`src/rtl/ysyx_22051013_axi_arb_pkg.sv`:
```
// Shared encodings and widths for the IFU/LSU AXI-lite arbiter.
// Optional macro YSYX_22051013_ARB_RR_EN adds the round-robin pointer encoding.
`ifndef YSYX_22051013_AXI_ARB_DEFS
`define YSYX_22051013_AXI_ARB_DEFS
`define YSYX_22051013_ADDR_W 32
`define YSYX_22051013_DATA_W 64
`define YSYX_22051013_RESP_W 2
`define YSYX_22051013_STRB_W (`YSYX_22051013_DATA_W / 8)
`define YSYX_22051013_RESP_OKAY 2'b00
`define YSYX_22051013_RESP_SLVERR 2'b10
`define YSYX_22051013_RESP_DECERR 2'b11
`endif

package ysyx_22051013_axi_arb_pkg;

  typedef enum logic [1:0] {
    ST_IDLE   = 2'd0,
    ST_IFU_RD = 2'd1,
    ST_LSU_RD = 2'd2,
    ST_LSU_WR = 2'd3
  } arb_state_t;

  localparam logic [1:0] GNT_NONE   = 2'b00;
  localparam logic [1:0] GNT_IFU    = 2'b01;
  localparam logic [1:0] GNT_LSU_RD = 2'b10;
  localparam logic [1:0] GNT_LSU_WR = 2'b11;

`ifdef YSYX_22051013_ARB_RR_EN
  localparam logic RR_IFU = 1'b0;
  localparam logic RR_LSU = 1'b1;
`endif

endpackage

```
`src/rtl/ysyx_22051013_axi_arb_sel.sv`:
```
// Winner select for a new grant out of IDLE.
// YSYX_22051013_ARB_RR_EN: read ties alternate; otherwise LSU reads win.
module ysyx_22051013_axi_arb_sel
  import ysyx_22051013_axi_arb_pkg::*;
(
  input  logic       ifu_req,
  input  logic       lsu_rd_req,
  input  logic       lsu_wr_req,
`ifdef YSYX_22051013_ARB_RR_EN
  input  logic       rr_ptr,
`endif
  output arb_state_t nxt
);

  logic tie_lsu;

`ifdef YSYX_22051013_ARB_RR_EN
  // the master that did not win the last read takes the tie
  assign tie_lsu = (rr_ptr == RR_IFU);
`else
  assign tie_lsu = 1'b1;
`endif

  // writes first, then reads; an AW without W never grants
  always_comb begin
    nxt = ST_IDLE;
    unique case (1'b1)
      lsu_wr_req:
        nxt = ST_LSU_WR;
      !lsu_wr_req && lsu_rd_req && ifu_req:
        nxt = tie_lsu ? ST_LSU_RD : ST_IFU_RD;
      !lsu_wr_req && lsu_rd_req && !ifu_req:
        nxt = ST_LSU_RD;
      !lsu_wr_req && !lsu_rd_req && ifu_req:
        nxt = ST_IFU_RD;
      default:
        nxt = ST_IDLE;
    endcase
  end

endmodule

```
`src/rtl/ysyx_22051013_axi_arb.sv`:
```
// Two-master (IFU, LSU) to one-slave AXI-lite arbiter, one txn in flight.
// Optional macro YSYX_22051013_ARB_RR_EN: round-robin on read ties.
module ysyx_22051013_axi_arb
  import ysyx_22051013_axi_arb_pkg::*;
#(
  parameter int ADDR_W = `YSYX_22051013_ADDR_W,
  parameter int DATA_W = `YSYX_22051013_DATA_W
) (
  input  logic                clk,
  input  logic                rst,
  input  logic [ADDR_W-1:0]   ifu_ar_addr,
  input  logic                ifu_ar_valid,
  output logic                ifu_ar_ready,
  output logic [DATA_W-1:0]   ifu_r_data,
  output logic [1:0]          ifu_r_resp,
  output logic                ifu_r_valid,
  input  logic                ifu_r_ready,
  input  logic [ADDR_W-1:0]   lsu_ar_addr,
  input  logic                lsu_ar_valid,
  output logic                lsu_ar_ready,
  output logic [DATA_W-1:0]   lsu_r_data,
  output logic [1:0]          lsu_r_resp,
  output logic                lsu_r_valid,
  input  logic                lsu_r_ready,
  input  logic [ADDR_W-1:0]   lsu_aw_addr,
  input  logic                lsu_aw_valid,
  output logic                lsu_aw_ready,
  input  logic [DATA_W-1:0]   lsu_w_data,
  input  logic [DATA_W/8-1:0] lsu_w_strb,
  input  logic                lsu_w_valid,
  output logic                lsu_w_ready,
  output logic [1:0]          lsu_b_resp,
  output logic                lsu_b_valid,
  input  logic                lsu_b_ready,
  output logic [ADDR_W-1:0]   m_ar_addr,
  output logic                m_ar_valid,
  input  logic                m_ar_ready,
  input  logic [DATA_W-1:0]   m_r_data,
  input  logic [1:0]          m_r_resp,
  input  logic                m_r_valid,
  output logic                m_r_ready,
  output logic [ADDR_W-1:0]   m_aw_addr,
  output logic                m_aw_valid,
  input  logic                m_aw_ready,
  output logic [DATA_W-1:0]   m_w_data,
  output logic [DATA_W/8-1:0] m_w_strb,
  output logic                m_w_valid,
  input  logic                m_w_ready,
  input  logic [1:0]          m_b_resp,
  input  logic                m_b_valid,
  output logic                m_b_ready,
  output logic                arb_busy,
  output logic [1:0]          arb_grant
);

  arb_state_t state_q;
  arb_state_t state_nxt;
  arb_state_t sel_nxt;
  logic       ar_done;
  logic       aw_done;
  logic       w_done;

`ifdef YSYX_22051013_ARB_RR_EN
  logic rr_q;
`endif

  ysyx_22051013_axi_arb_sel u_sel (
    .ifu_req    (ifu_ar_valid),
    .lsu_rd_req (lsu_ar_valid),
    .lsu_wr_req (lsu_aw_valid && lsu_w_valid),
`ifdef YSYX_22051013_ARB_RR_EN
    .rr_ptr     (rr_q),
`endif
    .nxt        (sel_nxt)
  );

  // state register
  always_ff @(posedge clk or negedge rst) begin
    if (!rst) state_q <= ST_IDLE;
    else      state_q <= state_nxt;
  end

  // grant from IDLE, release on the owner's response handshake
  always_comb begin
    state_nxt = state_q;
    unique case (state_q)
      ST_IDLE:   state_nxt = sel_nxt;
      ST_IFU_RD: if (m_r_valid && ifu_r_ready) state_nxt = ST_IDLE;
      ST_LSU_RD: if (m_r_valid && lsu_r_ready) state_nxt = ST_IDLE;
      ST_LSU_WR: if (m_b_valid && lsu_b_ready) state_nxt = ST_IDLE;
      default:   state_nxt = ST_IDLE;
    endcase
  end

  // per-channel done flags stop repeat AR/AW/W beats within one grant
  always_ff @(posedge clk or negedge rst) begin
    if (!rst) begin
      ar_done <= 1'b0;
      aw_done <= 1'b0;
      w_done  <= 1'b0;
    end else if (state_nxt == ST_IDLE) begin
      ar_done <= 1'b0;
      aw_done <= 1'b0;
      w_done  <= 1'b0;
    end else begin
      if (m_ar_valid && m_ar_ready) ar_done <= 1'b1;
      if (m_aw_valid && m_aw_ready) aw_done <= 1'b1;
      if (m_w_valid && m_w_ready)   w_done  <= 1'b1;
    end
  end

`ifdef YSYX_22051013_ARB_RR_EN
  // remember the last read winner, only when a read grant is issued
  always_ff @(posedge clk or negedge rst) begin
    if (!rst) begin
      rr_q <= RR_IFU;
    end else if (state_q == ST_IDLE) begin
      if (state_nxt == ST_IFU_RD) rr_q <= RR_IFU;
      if (state_nxt == ST_LSU_RD) rr_q <= RR_LSU;
    end
  end
`endif

  // route the owner's channels to the slave, everything else held at 0
  always_comb begin
    ifu_ar_ready = 1'b0;
    ifu_r_data   = '0;
    ifu_r_resp   = '0;
    ifu_r_valid  = 1'b0;
    lsu_ar_ready = 1'b0;
    lsu_r_data   = '0;
    lsu_r_resp   = '0;
    lsu_r_valid  = 1'b0;
    lsu_aw_ready = 1'b0;
    lsu_w_ready  = 1'b0;
    lsu_b_resp   = '0;
    lsu_b_valid  = 1'b0;
    m_ar_addr    = '0;
    m_ar_valid   = 1'b0;
    m_r_ready    = 1'b0;
    m_aw_addr    = '0;
    m_aw_valid   = 1'b0;
    m_w_data     = '0;
    m_w_strb     = '0;
    m_w_valid    = 1'b0;
    m_b_ready    = 1'b0;
    arb_busy     = (state_q != ST_IDLE);
    arb_grant    = GNT_NONE;
    unique case (state_q)
      ST_IFU_RD: begin
        arb_grant    = GNT_IFU;
        m_ar_addr    = ifu_ar_addr;
        m_ar_valid   = ifu_ar_valid && !ar_done;
        ifu_ar_ready = m_ar_ready && !ar_done;
        ifu_r_data   = m_r_data;
        ifu_r_resp   = m_r_resp;
        ifu_r_valid  = m_r_valid;
        m_r_ready    = ifu_r_ready;
      end
      ST_LSU_RD: begin
        arb_grant    = GNT_LSU_RD;
        m_ar_addr    = lsu_ar_addr;
        m_ar_valid   = lsu_ar_valid && !ar_done;
        lsu_ar_ready = m_ar_ready && !ar_done;
        lsu_r_data   = m_r_data;
        lsu_r_resp   = m_r_resp;
        lsu_r_valid  = m_r_valid;
        m_r_ready    = lsu_r_ready;
      end
      ST_LSU_WR: begin
        arb_grant    = GNT_LSU_WR;
        m_aw_addr    = lsu_aw_addr;
        m_aw_valid   = lsu_aw_valid && !aw_done;
        lsu_aw_ready = m_aw_ready && !aw_done;
        m_w_data     = lsu_w_data;
        m_w_strb     = lsu_w_strb;
        m_w_valid    = lsu_w_valid && !w_done;
        lsu_w_ready  = m_w_ready && !w_done;
        lsu_b_resp   = m_b_resp;
        lsu_b_valid  = m_b_valid;
        m_b_ready    = lsu_b_ready;
      end
      default: ;
    endcase
  end

endmodule
```
`config.mk`:
```
export PLATFORM = sky130hd
export DESIGN_NAME = ysyx_22051013_axi_arb
export DESIGN_NICKNAME = d
export VERILOG_FILES = /design/src/rtl/ysyx_22051013_axi_arb_pkg.sv /design/src/rtl/ysyx_22051013_axi_arb_sel.sv /design/src/rtl/ysyx_22051013_axi_arb.sv
export SDC_FILE = /design/constraint.sdc
export NUM_CORES = 1
export LEC_CHECK = 0
export ABC_CLOCK_PERIOD_IN_PS = 3100
export CAP_MARGIN = 5
export CORE_AREA = 8 8 204 206
export CTS_CLUSTER_SIZE = 30
export DETAILED_ROUTE_END_ITERATION = 7
export DIE_AREA = 0 0 212 214
export PLACE_DENSITY = 0.35
export SLEW_MARGIN = 20
export SYNTH_ARGS = -nofsm -noshare
export SYNTH_HDL_FRONTEND = slang
export SYNTH_SLANG_ARGS = --single-unit
```
`constraint.sdc`:
```
create_clock -name clk -period 3.1 [get_ports clk]
set_clock_uncertainty 0.2 [all_clocks]
set_input_delay 0.62 -clock clk [delete_from_list [all_inputs] [get_ports clk]]
set_output_delay 0.62 -clock clk [all_outputs]
set_load 0.02 [all_outputs]
```
==> results.yml <==
sta:
  relSlewSlack: 0.5923
  period_share: 0.9666
  worst_slew_pin_slew_ns: 0.6115
  rsz0062_at_grt: "yes"
  setup_viol: 0
  slew_violations: 0
  min_period_ns: 2.997
  fmax_ghz: 0.3337
  finalHoldViolations: 0
setup_path:
  cp_max_fo: 35
  end_kind: "primary output"
  crit_arrival_ns: 2.18
  cp_common_cell: "buf_12"
  path_delay_family: "buffers and inverters"
  cp.required_ns: 2.28
  path_cells: "inv_1, ha_2, buf_12, buf_12, and2_1, clkdlybuf4s50_1"
  slowest_delay_ns: 0.62
  worstSetupStartpointType: "flip-flop"
  crit_slowest_cell: "clkdlybuf4s50_1"
  worstPathBufferInverterCount: 4
  criticalPathCategory: "flip-flop to primary output"
final_layout:
  final_cells: 1440
  most-common-layout-cells: "464 x clkdlybuf4s50_1, 243 x and2_1, 66 x dlymetal6s2s_1"
  synthToLayoutAreaGrowth_pct: 249.8
  ff_latch_area_um2: 125.1
  layout-drive-gt1-share: 0.04126
  nets: 1177
  final_common_cell: "clkdlybuf4s50_1"
  fillers: 4265
  multi_input_area_mm2: 0.002271
floorplan:
  die_area_mm2: 0.04537
  start_util: 0.06732
  placementRows: 72
  die_h_um: 214
  die_w_um: 212
  fp.coreArea_mm2: 0.03829
  pin_count: 535
global_routing:
  antenna_found_initial: 0
  grt_max_degree: 48
  grt.total_usage: 0.1013
  grt_pass1_vias: 4768
  grt_pass1_wl_mm: 34.82
  grt_overflow: 0
logic_synthesis:
  synth_xor_area_frac: 0
  ys_warn_count: 0
  synth_area_mm2: 0.002577
  yosys.area_share.adder: 0.02427
  synth_cells: 392
  synth_area_leaders: "and2_1 59%, a22oi_1 9.6%, nor2b_1 8.3%"
  avgSynthCellArea_um2: 6.575
  synth-simple-area-share: 0.7180
  synth_top_cell_area_share: 0.5898
  synth_top_family_by_area: "simple AND/OR/NAND/NOR gates"
  ys_seq_area_frac: 0.04854
  ys_ff_latch: 5
  ys_types: 24
  synthMuxAreaShare: 0.004369
  yosys.area.top_type: "and2_1"
  synth_fp_nets: 647
  synth-compound-area-share: 0.1277
clock_tree:
  clock_sinks: 5
  insertion_delay_ns: 0.23
  cts_tree: "yes"
  postCtsSetupRepairBufs: 0
  cts_buffer_depth: 2
  clkTransAtPathRegs_ns: 0.03
  cts_buffers: 3
  root_buffer: "clkbuf_16"
  htree_levels: 1
detailed_routing:
  routedWlPerCell_um: 17.68
  routed_wl_mm: 25.46
  routed_via_density: 3.180
  vias: 4579
  drc: 0
  first_iter_violations: 130
  drt-pass1-iter-count: 4
  drt.antenna.violating_nets: 0
min_path:
  hold_path.class: "flip-flop to flip-flop"
placed_design:
  dp_hpwl_mm: 22.48
  dp.cells: 1434
  routabilityCongestion: 0.7629
  portBuffers: 534
pwr:
  power_density_mw_per_mm2: 632.8
  p_leak_nw: 4.352
  p_total_mw: 5.705
  ir_worst_vdd_mv: 0.2975
run:
  maxCapViolCount: 0
status:
  status: "finished clean"
-- area by class of cell --
type,count,area share
sequential,5,0.01388
clock buffer,4,0.008744
tap,518,0.07189
antenna,1,0.0002776
inverter,3,0.001249
timing repair buffer,563,0.6520
multi-input combinational,346,0.2519
-- power breakdown --
group | internal (mW) | switching (mW) | total, mW
clock network | 0.171 | 0.0455 | 0.216
registers | 0.0881 | 0.0277 | 0.116
logic | 2.65 | 2.72 | 5.37
-- per-stage QoR --
step,hold slack (ns),util,instance area [um2],setup slack (ns),setup TNS (ns)
2_1_floorplan,0.1244,-,2577,0.8474,0
5_1_grt,0.4137,0.2354,9012,-0.04115,-0.3283
3_3_place_gp,0.3614,0.2282,8738,-0.1347,-0.1347
6_report,0.3724,0.2355,9015,0.1034,0
3_5_place_dp,0.3749,0.2282,8738,-0.09039,-0.09039
4_1_cts,0.3854,0.2302,8812,0.007180,0
-- Yosys cell counts, drive strengths merged --
library cell / n
and2: 243
o31ai: 2
a21boi: 3
inv: 3
buf: 20
nor2b: 34
clkbuf: 18
nor3: 4
o21ai: 1
and3b: 6
a22oi: 33
dfrtp: 5
a21o: 1
mux2: 1
nand2: 2
a31oi: 3
nand2b: 1
o32ai: 1
nor4: 1
nor2: 5
ha: 5
-- registers in the layout (all words and copies together) (netlist names) --
register,cells
state_q,2
ar_done,1
aw_done,1
w_done,1
-- worst paths after layout --
check	from	endpoint	slack (ns)	depth (start not counted)
worst max-delay path	state_q[1]	ifu_r_data[4]	0.10	6
worst min-delay path	aw_done	aw_done	0.37	2
worst max register to register	state_q[1]	w_done	1.08	4
worst min register to register	aw_done	aw_done	0.37	2
max in group asynchronous	rst	state_q[1]	2.06	1
min in group asynchronous	rst	w_done	0.43	1
-- repair_timing --
action	4_1_cts	5_1_grt
gates resized for setup	4	67
cloned	0	1
hold buffers	0	0
setup endpoints to repair	4	102
-- metal layers --
layer,global-route usage,wire [um]
met5,0,0
met4,0.01089,146
met3,0.02543,2061
met2,0.2088,14210
met1,0.1013,9041
-- worst reg2reg max path: stages, from the launching register on --
cell     delay (ns)
dfrtp_1        0.43
inv_1          0.13
ha_1           0.42
o32ai_1        0.59
nor3_1         0.10
-- kinds of logic after synthesis --
family | after synthesis
DFF | 5
buffers and inverters | 41
AOI/OAI and AO/OA | 44
and+or+nand+nor | 296
muxes | 1
adders and majority gates | 5
(Power assumes the default switching activity.)
